$ cat src/rtl/pong_pkg.sv
// Shared types and widths for the pong datapath: match state encoding,
// score/level widths and default match rules used by score, audio and paddle blocks.
package pong_pkg;

    localparam int SCORE_W       = 3;
    localparam int LEVEL_W       = 3;
    localparam int WIN_SCORE_DEF = 7;
    localparam int MAX_LEVEL_DEF = 7;

    typedef enum logic [2:0] {
        IDLE        = 3'd0,
        SERVE       = 3'd1,
        RALLY       = 3'd2,
        POINT_PAUSE = 3'd3,
        PAUSED      = 3'd4,
        LEVEL_UP    = 3'd5,
        GAME_OVER   = 3'd6
    } state_t;

    function automatic int max3(input int a, input int b, input int c);
        int m;
        m = (a > b) ? a : b;
        return (m > c) ? m : c;
    endfunction

endpackage

$ cat src/rtl/match_sequencer_if.sv
// Bundle of match-control inputs and sequencer outputs shared by the pong blocks.
// All inputs are sampled on the rising clock edge with no back-pressure: start is a level, the rest are one-cycle pulses.
interface match_sequencer_if;

    logic                         start;
    logic                         pause_req;
    logic                         p1_point;
    logic                         p2_point;
    logic                         ball_rst;
    logic                         game_on;
    logic                         serve_dir;
    logic [pong_pkg::SCORE_W-1:0] p1_total;
    logic [pong_pkg::SCORE_W-1:0] p2_total;
    logic [pong_pkg::LEVEL_W-1:0] level;
    logic                         point_evt;
    logic                         lvl_up;
    logic                         win;
    logic                         winner;
    logic [2:0]                   state_o;

    modport master (
        output start, pause_req, p1_point, p2_point,
        input  ball_rst, game_on, serve_dir, p1_total, p2_total, level,
        input  point_evt, lvl_up, win, winner, state_o
    );

    modport slave (
        input  start, pause_req, p1_point, p2_point,
        output ball_rst, game_on, serve_dir, p1_total, p2_total, level,
        output point_evt, lvl_up, win, winner, state_o
    );

endinterface

$ cat src/rtl/match_sequencer_phase_timer.sv
// Loadable down-counter for timed match phases; done flags a count of zero.
// Loading D-1 on entry and leaving when done gives a phase of exactly D cycles.
module phase_timer #(
    parameter int W = 8
) (
    input  logic         clk,
    input  logic         reset,
    input  logic         load,
    input  logic [W-1:0] load_val,
    output logic         done
);

    logic [W-1:0] count;

    always_ff @(posedge clk) begin
        if (reset) begin
            count <= '0;
        end else if (load) begin
            count <= load_val;
        end else if (count != '0) begin
            count <= count - W'(1);
        end
    end

    assign done = (count == '0);

endmodule

$ cat src/rtl/match_sequencer.sv
// Match-flow controller: sequences serve, rally, point pause, pause, level-up and
// game-over, and owns the authoritative score, level and winner registers.
module match_sequencer
    import pong_pkg::*;
#(
    parameter int SERVE_CYCLES   = 25_000_000,
    parameter int POINT_CYCLES   = 50_000_000,
    parameter int LEVELUP_CYCLES = 100_000_000,
    parameter int WIN_SCORE      = WIN_SCORE_DEF,
    parameter int MAX_LEVEL      = MAX_LEVEL_DEF
) (
    input  logic                clk,
    input  logic                reset,
    match_sequencer_if.slave    bus
);

    localparam int MAX_CYC = max3(SERVE_CYCLES, POINT_CYCLES, LEVELUP_CYCLES);
    localparam int TMR_W   = (MAX_CYC > 1) ? $clog2(MAX_CYC) : 1;

    localparam logic [TMR_W-1:0]   SERVE_LD = TMR_W'(SERVE_CYCLES - 1);
    localparam logic [TMR_W-1:0]   POINT_LD = TMR_W'(POINT_CYCLES - 1);
    localparam logic [TMR_W-1:0]   LVLUP_LD = TMR_W'(LEVELUP_CYCLES - 1);
    localparam logic [SCORE_W-1:0] WIN_S    = SCORE_W'(WIN_SCORE);
    localparam logic [LEVEL_W-1:0] MAX_L    = LEVEL_W'(MAX_LEVEL);

    state_t               state_q, state_d;
    logic [SCORE_W-1:0]   p1_q, p1_d, p2_q, p2_d;
    logic [LEVEL_W-1:0]   level_q, level_d;
    logic                 dir_q, dir_d, winner_q, winner_d;
    logic                 evt_q, evt_d, lup_q, lup_d, win_q, win_d;
    logic                 tmr_load, tmr_done;
    logic [TMR_W-1:0]     tmr_val;

    phase_timer #(.W(TMR_W)) u_timer (
        .clk      (clk),
        .reset    (reset),
        .load     (tmr_load),
        .load_val (tmr_val),
        .done     (tmr_done)
    );

    always_ff @(posedge clk) begin
        if (reset) begin
            state_q  <= IDLE;
            p1_q     <= '0;
            p2_q     <= '0;
            level_q  <= '0;
            dir_q    <= 1'b0;
            winner_q <= 1'b0;
            evt_q    <= 1'b0;
            lup_q    <= 1'b0;
            win_q    <= 1'b0;
        end else begin
            state_q  <= state_d;
            p1_q     <= p1_d;
            p2_q     <= p2_d;
            level_q  <= level_d;
            dir_q    <= dir_d;
            winner_q <= winner_d;
            evt_q    <= evt_d;
            lup_q    <= lup_d;
            win_q    <= win_d;
        end
    end

    always_comb begin
        state_d  = state_q;
        p1_d     = p1_q;
        p2_d     = p2_q;
        level_d  = level_q;
        dir_d    = dir_q;
        winner_d = winner_q;
        evt_d    = 1'b0;
        lup_d    = 1'b0;
        win_d    = 1'b0;
        tmr_load = 1'b0;
        tmr_val  = '0;
        unique case (state_q)
            IDLE, GAME_OVER: begin
                if (bus.start) begin
                    state_d  = SERVE;
                    p1_d     = '0;
                    p2_d     = '0;
                    level_d  = '0;
                    winner_d = 1'b0;
                    tmr_load = 1'b1;
                    tmr_val  = SERVE_LD;
                end
            end
            SERVE: if (tmr_done) state_d = RALLY;
            RALLY: begin
                if (bus.p1_point && bus.p2_point) begin
                    // Simultaneous points cancel out; the rally simply restarts.
                    state_d  = POINT_PAUSE;
                    tmr_load = 1'b1;
                    tmr_val  = POINT_LD;
                end else if (bus.p1_point || bus.p2_point) begin
                    evt_d = 1'b1;
                    dir_d = bus.p1_point;
                    if (bus.p1_point) p1_d = p1_q + SCORE_W'(1);
                    else              p2_d = p2_q + SCORE_W'(1);
                    if (p1_d == WIN_S || p2_d == WIN_S) begin
                        // Level win is resolved on the scoring edge itself.
                        win_d    = 1'b1;
                        winner_d = bus.p2_point;
                        if (level_q == MAX_L) begin
                            state_d = GAME_OVER;
                        end else begin
                            state_d  = LEVEL_UP;
                            level_d  = level_q + LEVEL_W'(1);
                            lup_d    = 1'b1;
                            p1_d     = '0;
                            p2_d     = '0;
                            tmr_load = 1'b1;
                            tmr_val  = LVLUP_LD;
                        end
                    end else begin
                        state_d  = POINT_PAUSE;
                        tmr_load = 1'b1;
                        tmr_val  = POINT_LD;
                    end
                end else if (bus.pause_req) begin
                    state_d = PAUSED;
                end
            end
            PAUSED: if (bus.pause_req) state_d = RALLY;
            POINT_PAUSE, LEVEL_UP: begin
                if (tmr_done) begin
                    state_d  = SERVE;
                    tmr_load = 1'b1;
                    tmr_val  = SERVE_LD;
                end
            end
            default: state_d = IDLE;
        endcase
    end

    // Ball control is a pure decode of the registered state.
    always_comb begin
        bus.ball_rst  = !(state_q == RALLY || state_q == PAUSED);
        bus.game_on   = (state_q == SERVE || state_q == RALLY);
        bus.state_o   = state_q;
        bus.serve_dir = dir_q;
        bus.p1_total  = p1_q;
        bus.p2_total  = p2_q;
        bus.level     = level_q;
        bus.point_evt = evt_q;
        bus.lvl_up    = lup_q;
        bus.win       = win_q;
        bus.winner    = winner_q;
    end

endmodule

$ cat src/flat_wrapper.sv
// flat-port wrapper written by rule: the top's interface ports become plain ports
module match_sequencer_flat import pong_pkg::*;
#(
    parameter int SERVE_CYCLES   = 25_000_000,
    parameter int POINT_CYCLES   = 50_000_000,
    parameter int LEVELUP_CYCLES = 100_000_000,
    parameter int WIN_SCORE      = WIN_SCORE_DEF,
    parameter int MAX_LEVEL      = MAX_LEVEL_DEF
)
  (clk, reset, bus_start, bus_pause_req, bus_p1_point, bus_p2_point, bus_ball_rst, bus_game_on, bus_serve_dir, bus_p1_total, bus_p2_total, bus_level, bus_point_evt, bus_lvl_up, bus_win, bus_winner, bus_state_o);
  match_sequencer_if bus_i ();
  input  logic clk;
  input  logic reset;
  input wire logic [$bits(bus_i.start)-1:0] bus_start;
  input wire logic [$bits(bus_i.pause_req)-1:0] bus_pause_req;
  input wire logic [$bits(bus_i.p1_point)-1:0] bus_p1_point;
  input wire logic [$bits(bus_i.p2_point)-1:0] bus_p2_point;
  output wire logic [$bits(bus_i.ball_rst)-1:0] bus_ball_rst;
  output wire logic [$bits(bus_i.game_on)-1:0] bus_game_on;
  output wire logic [$bits(bus_i.serve_dir)-1:0] bus_serve_dir;
  output wire logic [$bits(bus_i.p1_total)-1:0] bus_p1_total;
  output wire logic [$bits(bus_i.p2_total)-1:0] bus_p2_total;
  output wire logic [$bits(bus_i.level)-1:0] bus_level;
  output wire logic [$bits(bus_i.point_evt)-1:0] bus_point_evt;
  output wire logic [$bits(bus_i.lvl_up)-1:0] bus_lvl_up;
  output wire logic [$bits(bus_i.win)-1:0] bus_win;
  output wire logic [$bits(bus_i.winner)-1:0] bus_winner;
  output wire logic [$bits(bus_i.state_o)-1:0] bus_state_o;
  assign bus_i.start = bus_start;
  assign bus_i.pause_req = bus_pause_req;
  assign bus_i.p1_point = bus_p1_point;
  assign bus_i.p2_point = bus_p2_point;
  assign bus_ball_rst = bus_i.ball_rst;
  assign bus_game_on = bus_i.game_on;
  assign bus_serve_dir = bus_i.serve_dir;
  assign bus_p1_total = bus_i.p1_total;
  assign bus_p2_total = bus_i.p2_total;
  assign bus_level = bus_i.level;
  assign bus_point_evt = bus_i.point_evt;
  assign bus_lvl_up = bus_i.lvl_up;
  assign bus_win = bus_i.win;
  assign bus_winner = bus_i.winner;
  assign bus_state_o = bus_i.state_o;
  match_sequencer #(.SERVE_CYCLES(SERVE_CYCLES), .POINT_CYCLES(POINT_CYCLES), .LEVELUP_CYCLES(LEVELUP_CYCLES), .WIN_SCORE(WIN_SCORE), .MAX_LEVEL(MAX_LEVEL)) u_core (.clk(clk), .reset(reset), .bus(bus_i));
endmodule
$ cat config.mk
export PLATFORM = sky130hd
export DESIGN_NAME = match_sequencer_flat
export DESIGN_NICKNAME = d
export VERILOG_FILES = /design/src/rtl/pong_pkg.sv /design/src/rtl/match_sequencer_if.sv /design/src/rtl/match_sequencer_phase_timer.sv /design/src/rtl/match_sequencer.sv /design/src/flat_wrapper.sv
export SDC_FILE = /design/constraint.sdc
export NUM_CORES = 1
export LEC_CHECK = 0
export CAP_MARGIN = 20
export CORE_MARGIN = 5
export CORE_UTILIZATION = 65
export CTS_CLUSTER_SIZE = 12
export DETAILED_ROUTE_END_ITERATION = 12
export DONT_BUFFER_PORTS = 1
export MAX_ROUTING_LAYER = met4
export PLACE_DENSITY = 0.91
export SETUP_SLACK_MARGIN = 0.3
export SYNTH_ARGS = -nofsm -noshare
export SYNTH_HDL_FRONTEND = slang
export SYNTH_SLANG_ARGS = --single-unit
$ cat constraint.sdc
create_clock -name clk -period 7.1 [get_ports clk]
set_input_delay 0.355 -clock clk [delete_from_list [all_inputs] [get_ports clk]]
set_output_delay 0.355 -clock clk [all_outputs]
set_load 0.1 [all_outputs]
==> results.txt <==
- Status: complete, no violations
- Yosys attributes the largest share of cell area to dfxtp_1 (36%), a21oi_1 (6.9%), xor2_1 (5.7%), xnor2_1 (5.0%), nor4_1 (4.0%).
* TritonCTS Sinks: 44
- Each instance of the synthesized netlist takes up on average 8.17 µm².
- Synthesized net count: 314
- Half-perimeter wire length after placement: about 3800 µm
- The number of placed instances, taps included, is 340.
- For this block, the routed nets add up to around 5300 µm of wire.
- The H-tree generated during clock tree synthesis spans 2 levels.
- The first TritonRoute pass finished after 4 iterations.
* Area leader, netlist: dfxtp_1
- First-pass GRT wire length: around 9000 µm
- Clock transition at the registers of the reported paths: 0.09 ns
* Fillcell total: between 200 and 300
- Met1 track utilization from global routing: 25.5%
- No sink is reached through more buffers than the 2 on the longest clock path.
- Final weighted congestion of routability-driven global placement: 0.867
- Setup fix buffers added after clock tree synthesis: 0
* Buffers on Ports: 0
- Buffers inserted to repair hold after CTS numbered 0.
- In this run the remaining antenna-violating nets after routing total 0.
- Area fraction of the dominant cell type after synthesis: a little over a third
- Worst Path Max Fanout: 11
* Setup repair after global routing missed its margin: false
- Die Wd: 71.7 µm
* Synth-to-Final Area Change: 3.89%
- The cell area that synthesis handed to floorplanning was about 2500 µm².
* Final Slew Violations: 0
- Worst clock skew: between 0.008 and 0.009 ns
- The synthesized design contains 0 enable-type register cells.
- Summing over every cut layer, the via total after detailed routing is 2169.
- Counting flops and latches in the post-synthesis netlist gives 44.
- Leaving out filler cells and counting taps, the final layout contains 348.
- CP startpoint kind: register
- Capturing element type of the critical path: register
- GRT Util Overall: between 20% and 30%
- In the routed layout, each cell is associated on average with a via count of between 6 and 7.
- Grt met2 use: between 30 and 40%
- Number of setup violations in the final report: 0
- Max Cap Viol: 0
- Power density normalized to cell area: roughly 210 nW/µm²
- Number of DRC violations after detailed routing: 0
- Total leakage power: 0.908 nW
- The region available for standard cell placement spans between 3000 and 4000 µm².
- Worst hold path class: in2reg
* Maximum clock frequency: 0.282 GHz
* Clock Latency Late Sink: 0.30 ns
- dfxtp_1 is the most common cell in the netlist.
- Post-layout nets: 310
- Pin count of the biggest net entering global routing: 33
* Met3 routing resource usage after global routing: ~7.0%
- Yosys Warn Count: 0
* Max-slew headroom at the worst pin: between 20% and 30%
- Placement-stage worst setup slack: around 3.6 ns
- Antenna diode count: 0
- The floorplan has 22 rows.
- Area enclosed by the die boundary: approximately 5000 µm²
* Average wire per standard cell: ~15 µm
* Initial DRC count: ~150
- Library cells used by synthesis: 47
- Number of global-route vias before repair: 2081
- Adding up every negative setup slack in the final design gives 0 ns.
* Share of synthesized area occupied by flip-flops and latches: between 30% and 40%
- Shortest period the worst path allows: 3.55 ns
- After global routing, the most crowded layer is met2.
- In the synthesized netlist the dominant register cell turns out to be dfxtp_1.
* Tcrit/Tclk final: between 50% and 60%
- Clock tree from TritonCTS: yes
- Critical path class: reg2reg
- In this run the vertical extent of the chip is just over 70 µm.
* Initial antenna violation count: 0
- After technology mapping, the gate count stands at 303.
- Once the floorplan was initialized, standard cells occupied 67.1% of the core.
- Final Hold Viols: 0
- Worst Tran Pin Value: 1.12 ns
- Synth async-reset ratio: 0%
* Crit path required time: 7.33 ns
* Master cell of the clock root buffer: clkbuf_8
* Remaining Overflow, GRT: 0
* Final setup slack of the worst path: approximately 3.5 ns
- Counting the buffers created by CTS gives 5.
- Peak ir drop on the vdd network: ~0.10 mV
- Proportion of layout cells with a drive suffix above 1: 9.33%
- Once the clock tree was built, the resizer swapped 0 gates to a different size.
- Data on the critical path arrives at its endpoint at between 3 and 4 ns.
- 25 I/O pins were placed.
- Ranked by instance count, the synthesized netlist is headed by dfxtp_1 (44), a21oi_1 (34), nand2_1 (25).
==> registers in the layout (all words and copies together) (netlist names) <==
name / count
u_core.bus.point_evt: 1
u_core.bus.p1_total: 3
u_core.u_timer.count: 27
u_core.bus.lvl_up: 1
u_core.bus.level: 3
u_core.bus.p2_total: 3
u_core.bus.win: 1
u_core.bus.serve_dir: 1
u_core.bus.winner: 1
u_core.bus.state_o: 3
==> layer usage <==
layer / share of wire (%) / up-vias
li1: - / 1089
met5: 0 / -
met2: 50 / 47
met1: 43 / 1028
met4: 0.94 / 0
met3: 5.9 / 5
==> critical path, stage by stage, from the launching register on <==
cell	delay [ns]
dfxtp_1	1.04
ha_1	0.30
or4b_2	0.59
a21boi_0	0.32
o41a_1	0.45
o21ai_0	0.27
or3_1	0.38
a21oi_1	0.14
==> layout by cell type (no fill, tap or decap), types with 12 or more instances in the layout <==
cell type	instances
nand3_1	12
dfxtp_1	44
xnor2_1	14
xor2_1	16
o21ai_0	13
a21oi_1	34
nor4_1	16
nor2_1	22
nor3_1	14
nand2_1	25
==> through the flow <==
stage	util [%]	area [µm²]	hold WS (ns)	total power [mW]
after floorplan	-	2470	0.434	0.364
after global placement	67.2	2480	0.421	0.371
after detailed placement	67.2	2480	0.422	0.375
after CTS	69.7	2570	0.0993	0.538
after global routing	69.7	2570	0.0948	0.560
final	69.7	2570	0.103	0.535
==> final timing paths <==
path | from | end | slack, ns | depth (start not counted)
max | u_core.bus.p2_total[0] | u_core.bus.level[0] | 3.55 | 7
min | reset | u_core.bus.state_o[0] | 0.10 | 1
max reg2reg | u_core.bus.p2_total[0] | u_core.bus.level[0] | 3.55 | 7
min reg2reg | u_core.u_timer.count[22] | u_core.u_timer.count[22] | 0.58 | 2
==> where the power goes <==
group	switching, mW	leakage [nW]	internal, mW	total (mW)
clock	0.0851	0.0445	0.0791	0.164
sequential	0.0150	0.360	0.262	0.277
combinational	0.0567	0.504	0.0370	0.0937
==> cells by family (layout without fill, tap and decap cells) <==
kind of cell               after synthesis  count (layout)  synth area share (%)
AOI/OAI and AO/OA                       71              71                  17.5
buffers and inverters                   22              19                  4.70
xor gates and xnor gates                30              30                  10.6
adders and majority gates                5               5                  2.53
and+or+nand+nor                        131             131                  29.1
DFF                                     44              44                  35.6
==> final cells by class <==
type,count,area [µm²],area share [%]
clock buffers,7,86.3,3.36
clock inverters,1,7.51,0.292
inverters,7,26.3,1.02
multi-input cells,237,1480,57.6
flip-flops and latches,44,881,34.3
well taps,48,60.1,2.34
repair buffers,4,30.0,1.17
No activity file was read; power rests on OpenSTA's default activity.
